File: src/rtl/serial_sub8_pkg.sv
`default_nettype none
// ============================================================================
// Module   : serial_sub8_pkg
// Purpose  : Shared definitions for the bit-serial 8-bit subtractor.
//            Holds the default operand width, the bit-counter width
//            derived from it, and the controller state encoding.
// Revision : 1.0 - initial release
// ============================================================================
package serial_sub8_pkg;

    // Default operand/result width.
    localparam int c_WIDTH = 8;

    // Bit counter width needed to index every bit of a c_WIDTH operand.
    localparam int c_CNT_W = $clog2(c_WIDTH);

    // Controller states.
    typedef enum logic [1:0] {
        IDLE  = 2'd0,
        SHIFT = 2'd1,
        DONE  = 2'd2
    } state_t;

endpackage : serial_sub8_pkg
`default_nettype wire

File: src/rtl/serial_sub8_fs.sv
`default_nettype none
// ============================================================================
// Module   : fs
// Purpose  : Single-bit full subtractor computing x - y - bin.
// Ports    : x    (in)  minuend bit
//            y    (in)  subtrahend bit
//            bin  (in)  borrow in
//            diff (out) difference bit
//            bout (out) borrow out
// Revision : 1.0 - initial release
// ============================================================================
module fs (
    input  logic x,
    input  logic y,
    input  logic bin,
    output logic diff,
    output logic bout
);

    assign diff = x ^ y ^ bin;
    // Borrow whenever the subtracted quantity (y + bin) exceeds x.
    assign bout = (~x & y) | (~x & bin) | (y & bin);

endmodule : fs
`default_nettype wire

File: src/rtl/serial_sub8.sv
`default_nettype none
// ============================================================================
// Module   : serial_sub8
// Purpose  : Bit-serial subtractor. Computes a - b LSB-first, one bit per
//            clock, through a single full subtractor. Reports the modular
//            difference, unsigned borrow and two's-complement overflow.
// Ports    : clk   (in)  system clock, rising edge active
//            rst   (in)  asynchronous active-high reset
//            start (in)  begin a subtraction (sampled only while ready)
//            a     (in)  minuend, captured on the accepting edge
//            b     (in)  subtrahend, captured on the accepting edge
//            ready (out) idle, able to accept start
//            busy  (out) bits being processed
//            done  (out) one-cycle pulse, results valid
//            d     (out) difference a-b mod 2^WIDTH, held until next result
//            bout  (out) unsigned borrow out (a < b), held with d
//            ovfl  (out) signed overflow of a-b, held with d
// Revision : 1.0 - initial release
// ============================================================================
module serial_sub8
    import serial_sub8_pkg::*;
#(
    parameter int WIDTH = c_WIDTH
) (
    input  logic             clk,
    input  logic             rst,
    input  logic             start,
    input  logic [WIDTH-1:0] a,
    input  logic [WIDTH-1:0] b,
    output logic             ready,
    output logic             busy,
    output logic             done,
    output logic [WIDTH-1:0] d,
    output logic             bout,
    output logic             ovfl
);

    localparam int                 c_CW   = $clog2(WIDTH);
    localparam logic [c_CW-1:0]    c_LAST = c_CW'(WIDTH - 1);

    state_t            r_state;
    state_t            w_next;
    logic              w_accept;
    logic              w_last;

    logic [WIDTH-1:0]  r_a;
    logic [WIDTH-1:0]  r_b;
    // Collects the first WIDTH-1 difference bits; the final bit is merged
    // straight into the output register on the last shift edge.
    logic [WIDTH-2:0]  r_acc;
    logic [c_CW-1:0]   r_cnt;
    logic              r_borrow;

    logic [WIDTH-1:0]  r_d;
    logic              r_bout;
    logic              r_ovfl;

    logic              w_diff;
    logic              w_bnext;

    fs u_fs (
        .x    (r_a[0]),
        .y    (r_b[0]),
        .bin  (r_borrow),
        .diff (w_diff),
        .bout (w_bnext)
    );

    // ------------------------------------------------------------------
    // Controller
    // ------------------------------------------------------------------
    always_ff @(posedge clk or posedge rst) begin
        if (rst) begin
            r_state <= IDLE;
        end else begin
            r_state <= w_next;
        end
    end

    always_comb begin
        w_next   = r_state;
        w_accept = 1'b0;
        w_last   = 1'b0;
        ready    = 1'b0;
        busy     = 1'b0;
        done     = 1'b0;
        case (r_state)
            IDLE: begin
                ready = 1'b1;
                if (start) begin
                    w_accept = 1'b1;
                    w_next   = SHIFT;
                end
            end
            SHIFT: begin
                busy = 1'b1;
                if (r_cnt == c_LAST) begin
                    w_last = 1'b1;
                    w_next = DONE;
                end
            end
            DONE: begin
                done   = 1'b1;
                w_next = IDLE;
            end
            default: begin
                w_next = IDLE;
            end
        endcase
    end

    // ------------------------------------------------------------------
    // Datapath
    // ------------------------------------------------------------------
    always_ff @(posedge clk or posedge rst) begin
        if (rst) begin
            r_a      <= '0;
            r_b      <= '0;
            r_acc    <= '0;
            r_cnt    <= '0;
            r_borrow <= 1'b0;
            r_d      <= '0;
            r_bout   <= 1'b0;
            r_ovfl   <= 1'b0;
        end else if (w_accept) begin
            r_a      <= a;
            r_b      <= b;
            r_acc    <= '0;
            r_cnt    <= '0;
            r_borrow <= 1'b0;
        end else if (busy) begin
            // Operands shift right so bit[counter] is always at position 0.
            r_a      <= r_a >> 1;
            r_b      <= r_b >> 1;
            r_acc    <= {w_diff, r_acc[WIDTH-2:1]};
            r_borrow <= w_bnext;
            r_cnt    <= r_cnt + c_CW'(1);
            if (w_last) begin
                r_d    <= {w_diff, r_acc};
                r_bout <= w_bnext;
                // Signed overflow: carry into the sign bit differs from
                // carry out of it.
                r_ovfl <= r_borrow ^ w_bnext;
            end
        end
    end

    assign d    = r_d;
    assign bout = r_bout;
    assign ovfl = r_ovfl;

endmodule : serial_sub8
`default_nettype wire

File: config.mk
export PLATFORM = sky130hd
export DESIGN_NAME = serial_sub8
export DESIGN_NICKNAME = d
export VERILOG_FILES = /design/src/rtl/serial_sub8_pkg.sv /design/src/rtl/serial_sub8_fs.sv /design/src/rtl/serial_sub8.sv
export SDC_FILE = /design/constraint.sdc
export NUM_CORES = 1
export LEC_CHECK = 0
export ABC_AREA = 1
export CORE_MARGIN = 2
export CORE_UTILIZATION = 55
export CTS_CLUSTER_SIZE = 8
export DETAILED_ROUTE_END_ITERATION = 8
export DONT_BUFFER_PORTS = 1
export PLACE_DENSITY = 0.7
export SYNTH_ARGS = -nofsm -noshare
export SYNTH_HDL_FRONTEND = slang
export SYNTH_SLANG_ARGS = --single-unit
export TNS_END_PERCENT = 1
File: constraint.sdc
create_clock -name clk -period 3 [get_ports clk]
set_clock_uncertainty 0.15 [all_clocks]
set_input_delay 0.6 -clock clk [delete_from_list [all_inputs] [get_ports clk]]
set_output_delay 0.6 -clock clk [all_outputs]
set_load 0.02 [all_outputs]
==> results of run 1 <==
-- cell usage after synthesis --
| library cell | number |
|---|---|
| nand3_1 | 30 |
| nand2_2 | 1 |
| nand2_1 | 95 |
| o21ai_4 | 1 |
| buf_2 | 2 |
| inv_1 | 5 |
| ha_1 | 2 |
| nor2_4 | 2 |
| fa_1 | 1 |
| nand2_4 | 1 |
| buf_1 | 1 |
| inv_2 | 1 |
| inv_4 | 1 |
| dfrtp_1 | 39 |
| buf_4 | 2 |
| nor2_1 | 1 |
| o21ai_0 | 3 |
| buf_6 | 3 |
-- cell type report --
| cell class | count | area, sq um |
|---|---|---|
| Clock buffer | 8 | 68.8 |
| Fill cell | 298 | 1250 |
| Inverter | 7 | 28.8 |
| Multi-Input combinational cell | 137 | 627 |
| Sequential cell | 39 | 976 |
| Tap cell | 33 | 41.3 |
| Timing Repair Buffer | 1 | 7.51 |
-- cell families (layout without fill, tap and decap cells) --
family / Yosys count / count (layout)
AO/OA/AOI/OAI: 4 / 4
buffers and inverters: 15 / 16
adder cells (fa/ha/maj): 3 / 3
AND/OR/NAND/NOR: 130 / 130
flip-flops: 39 / 39
-- state kept, by name, summed over array words and instances, names as in the netlist --
register and flops:
r_acc 7, d 8, bout 1, ovfl 1
r_state 2, r_b 8, r_borrow 1, r_a 8
r_cnt 3
-- metal layers --
| layer | GRT usage, % | vias up | wire length, um |
|---|---|---|---|
| li1 | - | 598 | - |
| met1 | 22.6 | 547 | 1330 |
| met2 | 31.9 | 28 | 1430 |
| met3 | 6.77 | 6 | 161 |
| met4 | 8.57 | 0 | 46 |
| met5 | 0 | - | 0 |
-- how the worst max path moves through the flow --
stage / from / endpoint / slack [ns] / cells past startpoint
finish: r_state[0] / ready / 0.97 / 1
floorplan: rst / bout / 1.36 / 1
global placement: r_state[0] / ready / 1.38 / 1
detailed placement: r_state[0] / ready / 1.34 / 1
CTS: r_state[0] / ready / 0.95 / 1
global route: r_state[0] / ready / 0.88 / 1
-- per-stage QoR --
step	hold slack [ns]	setup slack [ns]
after global routing	0.120	0.876
after CTS	0.0998	0.948
after floorplan	0.292	1.36
after global placement	0.305	1.38
after detailed placement	0.310	1.34
final	0.0979	0.969
-- power by group through the flow --
stage / logic [mW] / registers, mW / clock network [mW]
2_1_floorplan: 0.507 / 0.953 / 0
3_3_place_gp: 0.528 / 0.979 / 0
3_5_place_dp: 0.557 / 0.990 / 0
4_1_cts: 0.561 / 0.979 / 0.308
5_1_grt: 0.650 / 1.01 / 0.332
6_report: 0.549 / 0.978 / 0.298
-- placed cells by master (no fill, tap or decap), drive strengths merged --
| master | count |
|---|---|
| buf | 1 |
| clkbuf | 8 |
| dfrtp | 39 |
| fa | 1 |
| ha | 2 |
| inv | 7 |
| nand2 | 97 |
| nand3 | 30 |
| nor2 | 3 |
| o21ai | 4 |
==> run summary, run 1 <==
Synth top area share: 57.6%
Worst r2r path cells: 3
Crit-path cells: nor2_4
Setup slack, reg-to-reg: 1.45 ns
Worst-Margin Slew: 0.650 ns
Share of cells above drive strength 1: 7.81%
FF-to-FF End: r_b[1]
Flop pwr share: 53.6%
Largest family of logic cells by synthesized area: simple AND/OR/NAND/NOR gates
Post-route ant nets: 0
Slew margin rel.: 56.5%
Tot GR Track Use: 19.3%
H-Tree Depth: 2
Worst r2r src: r_state[0]
FP Rows: 20
Dpl hpwl: 1970 um
Fin util: 58.3%
Buffers on Ports: 0
Maximum VDD drop: 0.000394 V
Max-cap violations: 0
Placed Area: 1680 sq um
Synth Instances: 191
Initial DRC count: 84
DR DRC count: 0
Synth area leaders: dfrtp_1 58%, nand2_1 21%, nand3_1 8.9%, buf_6 2.0%, ha_1 1.5%
First-pass GRT wire length: 5000 um
Clock latency on the worst-skew pair: 0.34 ns
Combinational group share of total power: 30.1%
WP data required: 2.25 ns
Clk Tree Root Cell: clkbuf_4
Final instance area: 1750 sq um
Min Clock Period, post-route: 2.03 ns
Fin cells: 225
CP Launch Type: flip-flop
Drt wl/cell: 13.1 um
Cell Int Power: 1.07 mW
Area leader, netlist: dfrtp_1
# diodes: 0
Final hold violation count: 0
Clk sinks: 39
Layout area overhead: 3.25%
Seq cells post-synth: 39
Crit Path Class: reg -> out
Library cells used by synthesis: 18
Final Max Slew Viols: 0
Switching share of power: 41.1%
Largest net degree at the start of global routing: 40
Die X-Extent: 59.5 um
Post-CTS Setup Repair Bufs: 0
Crit path DAT: 1.28 ns
Total Power: 1.83 mW
Post-Route Setup TNS: 0 ns
Pwr Density: 1040 nW/um^2
Biggest cell delay along the critical path: 0.50 ns
XOR/XNOR share of the synthesized area: 0%
Final-stage net count: 213
CTS Buf Count: 5
RePlAce Congestion: 0.738
Area share of fa/ha/maj cells after synthesis: 2.66%
Syn_nets: 213
Cell family with the largest share of critical-path delay: flip-flops
CTS max path bufs: 2
Final WL: 2960 um
Core area: 3000 sq um
Ys Warns: 0
Highest Clock Rate: 0.492 GHz
# placed instances: 217
Status: finished clean
Crit-path max FO: 18
RSZ-0062 raised after global routing: no
Drt pass-1 iters: 4
Vias/cell: 5.24
Clock transition at path regs: 0.11 ns
Vias in the first global route: 1169
Syn_area_per_cell: 8.87 sq um
Net Sw Power: 0.750 mW
Synth Area in Compound Gates: 1.85%
Post-Synth Simple-Gate Area: 32.5%
Clock Power Share: 16.3%
Buffers & Inverters on Critical Path: 0
Final-report setup violation count: 0
Leakage power: 0.909 nW
CTS tree: built
Initial antenna violation count: 0
# IOs: 32
DIE AREA: 3540 sq um
Syn Std Cell Area: 1690 sq um
CP Capture Type: primary output
Sequential area share after synthesis: 57.6%
Worst hold path class: in -> async
Mux share of post-synthesis cell area: 0%
Post-CTS Hold Fix Bufs: 0
Initial core utilization: 56.4%
Global route overflow: 0
Fin crit share: 67.7%
Post-cts gate resize count: 0
Vias: 1179
CP max stage cell: dfrtp_1
Die H: 59.5 um
No activity file was read; power rests on OpenSTA's default activity.
==> run 2, diff against run 1 <==
ABC_AREA = 0   (was 1)
PLACE_DENSITY = 0.73   (was 0.7)
clock period = 1.7 ns   (was 3 ns; I/O delays follow)
==> run 2 against run 1 <==
- the flow now finishes with violations (setup timing)
- sequential power up 80%
- via count rose by 4.0%
- worst hold slack got worse by 0.043 ns
- routed wire length increased by 14%
- synthesized cell count down 22%
- largest power group unchanged
==> run summary, run 2 <==
Share of cells above drive strength 1: 30.1%
Final Max Slew Viols: 0
Crit Path Class: reg -> out
Layout area overhead: 14.0%
Dpl hpwl: 2230 um
Clk Tree Root Cell: clkbuf_4
Max-cap violations: 0
Worst Setup SP: r_state[1]
CTS Buf Count: 5
XOR/XNOR share of the synthesized area: 0.456%
Global route overflow: 0
Min Clock Period, post-route: 1.70 ns
CP max stage cell: dfrtp_2
Syn Std Cell Area: 1920 sq um
Post-synth EDFFs: 0
Clk sinks: 39
Drt wl/cell: 16.2 um
Area leader, netlist: dfrtp_1
Area share of fa/ha/maj cells after synthesis: 2.35%
Mux share of post-synthesis cell area: 8.21%
Buffers on Ports: 0
Slew margin rel.: 68.5%
Hold Slack: 0.0550 ns
Sequential area share after synthesis: 50.8%
Synth Instances: 149
Crit-path cells: nor2b_2 > buf_12
Maximum VDD drop: 0.000831 V
Post-synth top cells: 39 x dfrtp_1, 19 x inv_1, 13 x nor3b_1
Drt pass-1 iters: 4
Placed Area: 1980 sq um
RePlAce Congestion: 0.722
Worst r2r src: r_cnt[0]
Ys Warns: 0
Synth area leaders: dfrtp_1 51%, mux2_4 7.0%, nor4b_1 5.5%, a211oi_2 5.2%, nor3b_1 5.1%
Main synth FF type: dfrtp_1
DR DRC count: 0
Post-route ant nets: 0
# placed instances: 194
Most frequent cells in the layout: 37 x dfrtp_1, 19 x inv_1, 13 x nor3b_1, 12 x nor4b_1, 10 x a22o_1
Most common cell after layout, fill and taps aside: dfrtp_1
CP Capture Type: primary output
Biggest cell delay along the critical path: 0.48 ns
Vias: 1226
CP Launch Type: flip-flop
First-pass GRT wire length: 6160 um
Core area: 3340 sq um
Failing checks: setup timing
Total Power: 4.18 mW
Initial DRC count: 44
Crit path DAT: 1.21 ns
FP Rows: 21
Synth top area share: 50.8%
Die X-Extent: 63.1 um
Post-Synth Simple-Gate Area: 14.8%
Pwr Density: 1910 nW/um^2
# IOs: 32
Worst-Margin Slew: 0.472 ns
Hold wc startpoint: start
Largest net degree at the start of global routing: 40
# diodes: 0
Final hold violation count: 0
Largest family of logic cells by synthesized area: simple AND/OR/NAND/NOR gates
Fin cells: 209
Syn_area_per_cell: 12.9 sq um
WP data required: 1.21 ns
Synth Area in Compound Gates: 14.5%
Leakage power: 1.01 nW
CTS max path bufs: 2
Clock transition at path regs: 0.12 ns
Worst hold path class: in -> reg
RSZ-0062 raised after global routing: yes
H-Tree Depth: 2
Final-report setup violation count: 1
Final instance area: 2190 sq um
Vias in the first global route: 1312
Die H: 63.1 um
Initial core utilization: 57.5%
Vias/cell: 5.87
Tot GR Track Use: 20.0%
CTS tree: built
Clock latency on the worst-skew pair: 0.35 ns
Seq cells post-synth: 39
Syn_nets: 171
Post-Route Setup TNS: -0.00256 ns
Highest Clock Rate: 0.587 GHz
Initial antenna violation count: 0
Crit-path max FO: 12
Ys async rst share: 100%
Fin crit share: 100%
Cell with the most instances after synthesis: dfrtp_1
Setup slack after layout: -0.00256 ns
DIE AREA: 3980 sq um
Final-stage net count: 184
Final WL: 3380 um
Status: finished, violations left
Library cells used by synthesis: 30
-- run 2: worst paths after layout --
path,end,slack (ns),depth (start not counted)
worst min register to register,r_a[7],0.36,1
worst min-delay path,r_b[7],0.06,2
min in group asynchronous,r_b[0],0.39,3
worst max register to register,d[5],0.08,4
max in group asynchronous,r_state[0],0.66,3
worst max-delay path,busy,-0.003,2
-- run 2: cell families (layout without fill, tap and decap cells) --
kind of cell,Yosys count,in the layout
simple gates,35,35
flops,39,39
buf+inv,32,46
fa+ha+maj,3,3
compound gates,28,28
xor+xnor,1,1
mux,11,11
-- run 2: per-stage QoR --
stage                     worst slack [ns]  utilization (%)
after global placement               0.113             59.4
after floorplan                      0.124                -
after global routing               -0.0482             65.6
after detailed placement            0.0750             59.4
final                             -0.00256             65.6
after CTS                         -0.00172             65.6
-- run 2: area by class of cell --
class,count,area [sq um]
Inverter,19,71.3
Timing Repair Buffer,19,189
Sequential cell,39,978
Clock inverter,3,67.6
Fill cell,265,1150
Tap cell,46,57.6
Multi-Input combinational cell,78,787
Clock buffer,5,37.5
-- run 2: critical path, delay by kind of cell (launching register included) --
kind | cells | cell delay, ns
flops | 1 | 0.48
simple gates | 1 | 0.20
buf+inv | 1 | 0.17
-- run 2: what timing repair did --
| action | in CTS | in global routing |
|---|---|---|
| hold buffers | 3 | 0 |
| endpoints found under the hold margin | 42 | 0 |
| resized for setup | 12 | 0 |
| cloned | 0 | 0 |
| setup endpoints to repair | 3 | 3 |
| setup buffers | 4 | 0 |
-- run 2: routing by layer --
metal  vias up  wire, um  GRT usage [%]
li1        559         -              -
met1       629      1470           25.7
met2        32      1690           33.1
met3         6       169           5.36
met4         0        53           6.39
met5         -         0              0
-- run 2: where the power goes --
part | total (mW) | switching, mW | internal [mW] | leakage (nW)
registers | 1.76 | 0.416 | 1.35 | 0.475
clock network | 0.777 | 0.320 | 0.457 | 0.0514
logic | 1.64 | 0.735 | 0.900 | 0.480
total | 4.18 | 1.47 | 2.71 | 1.01
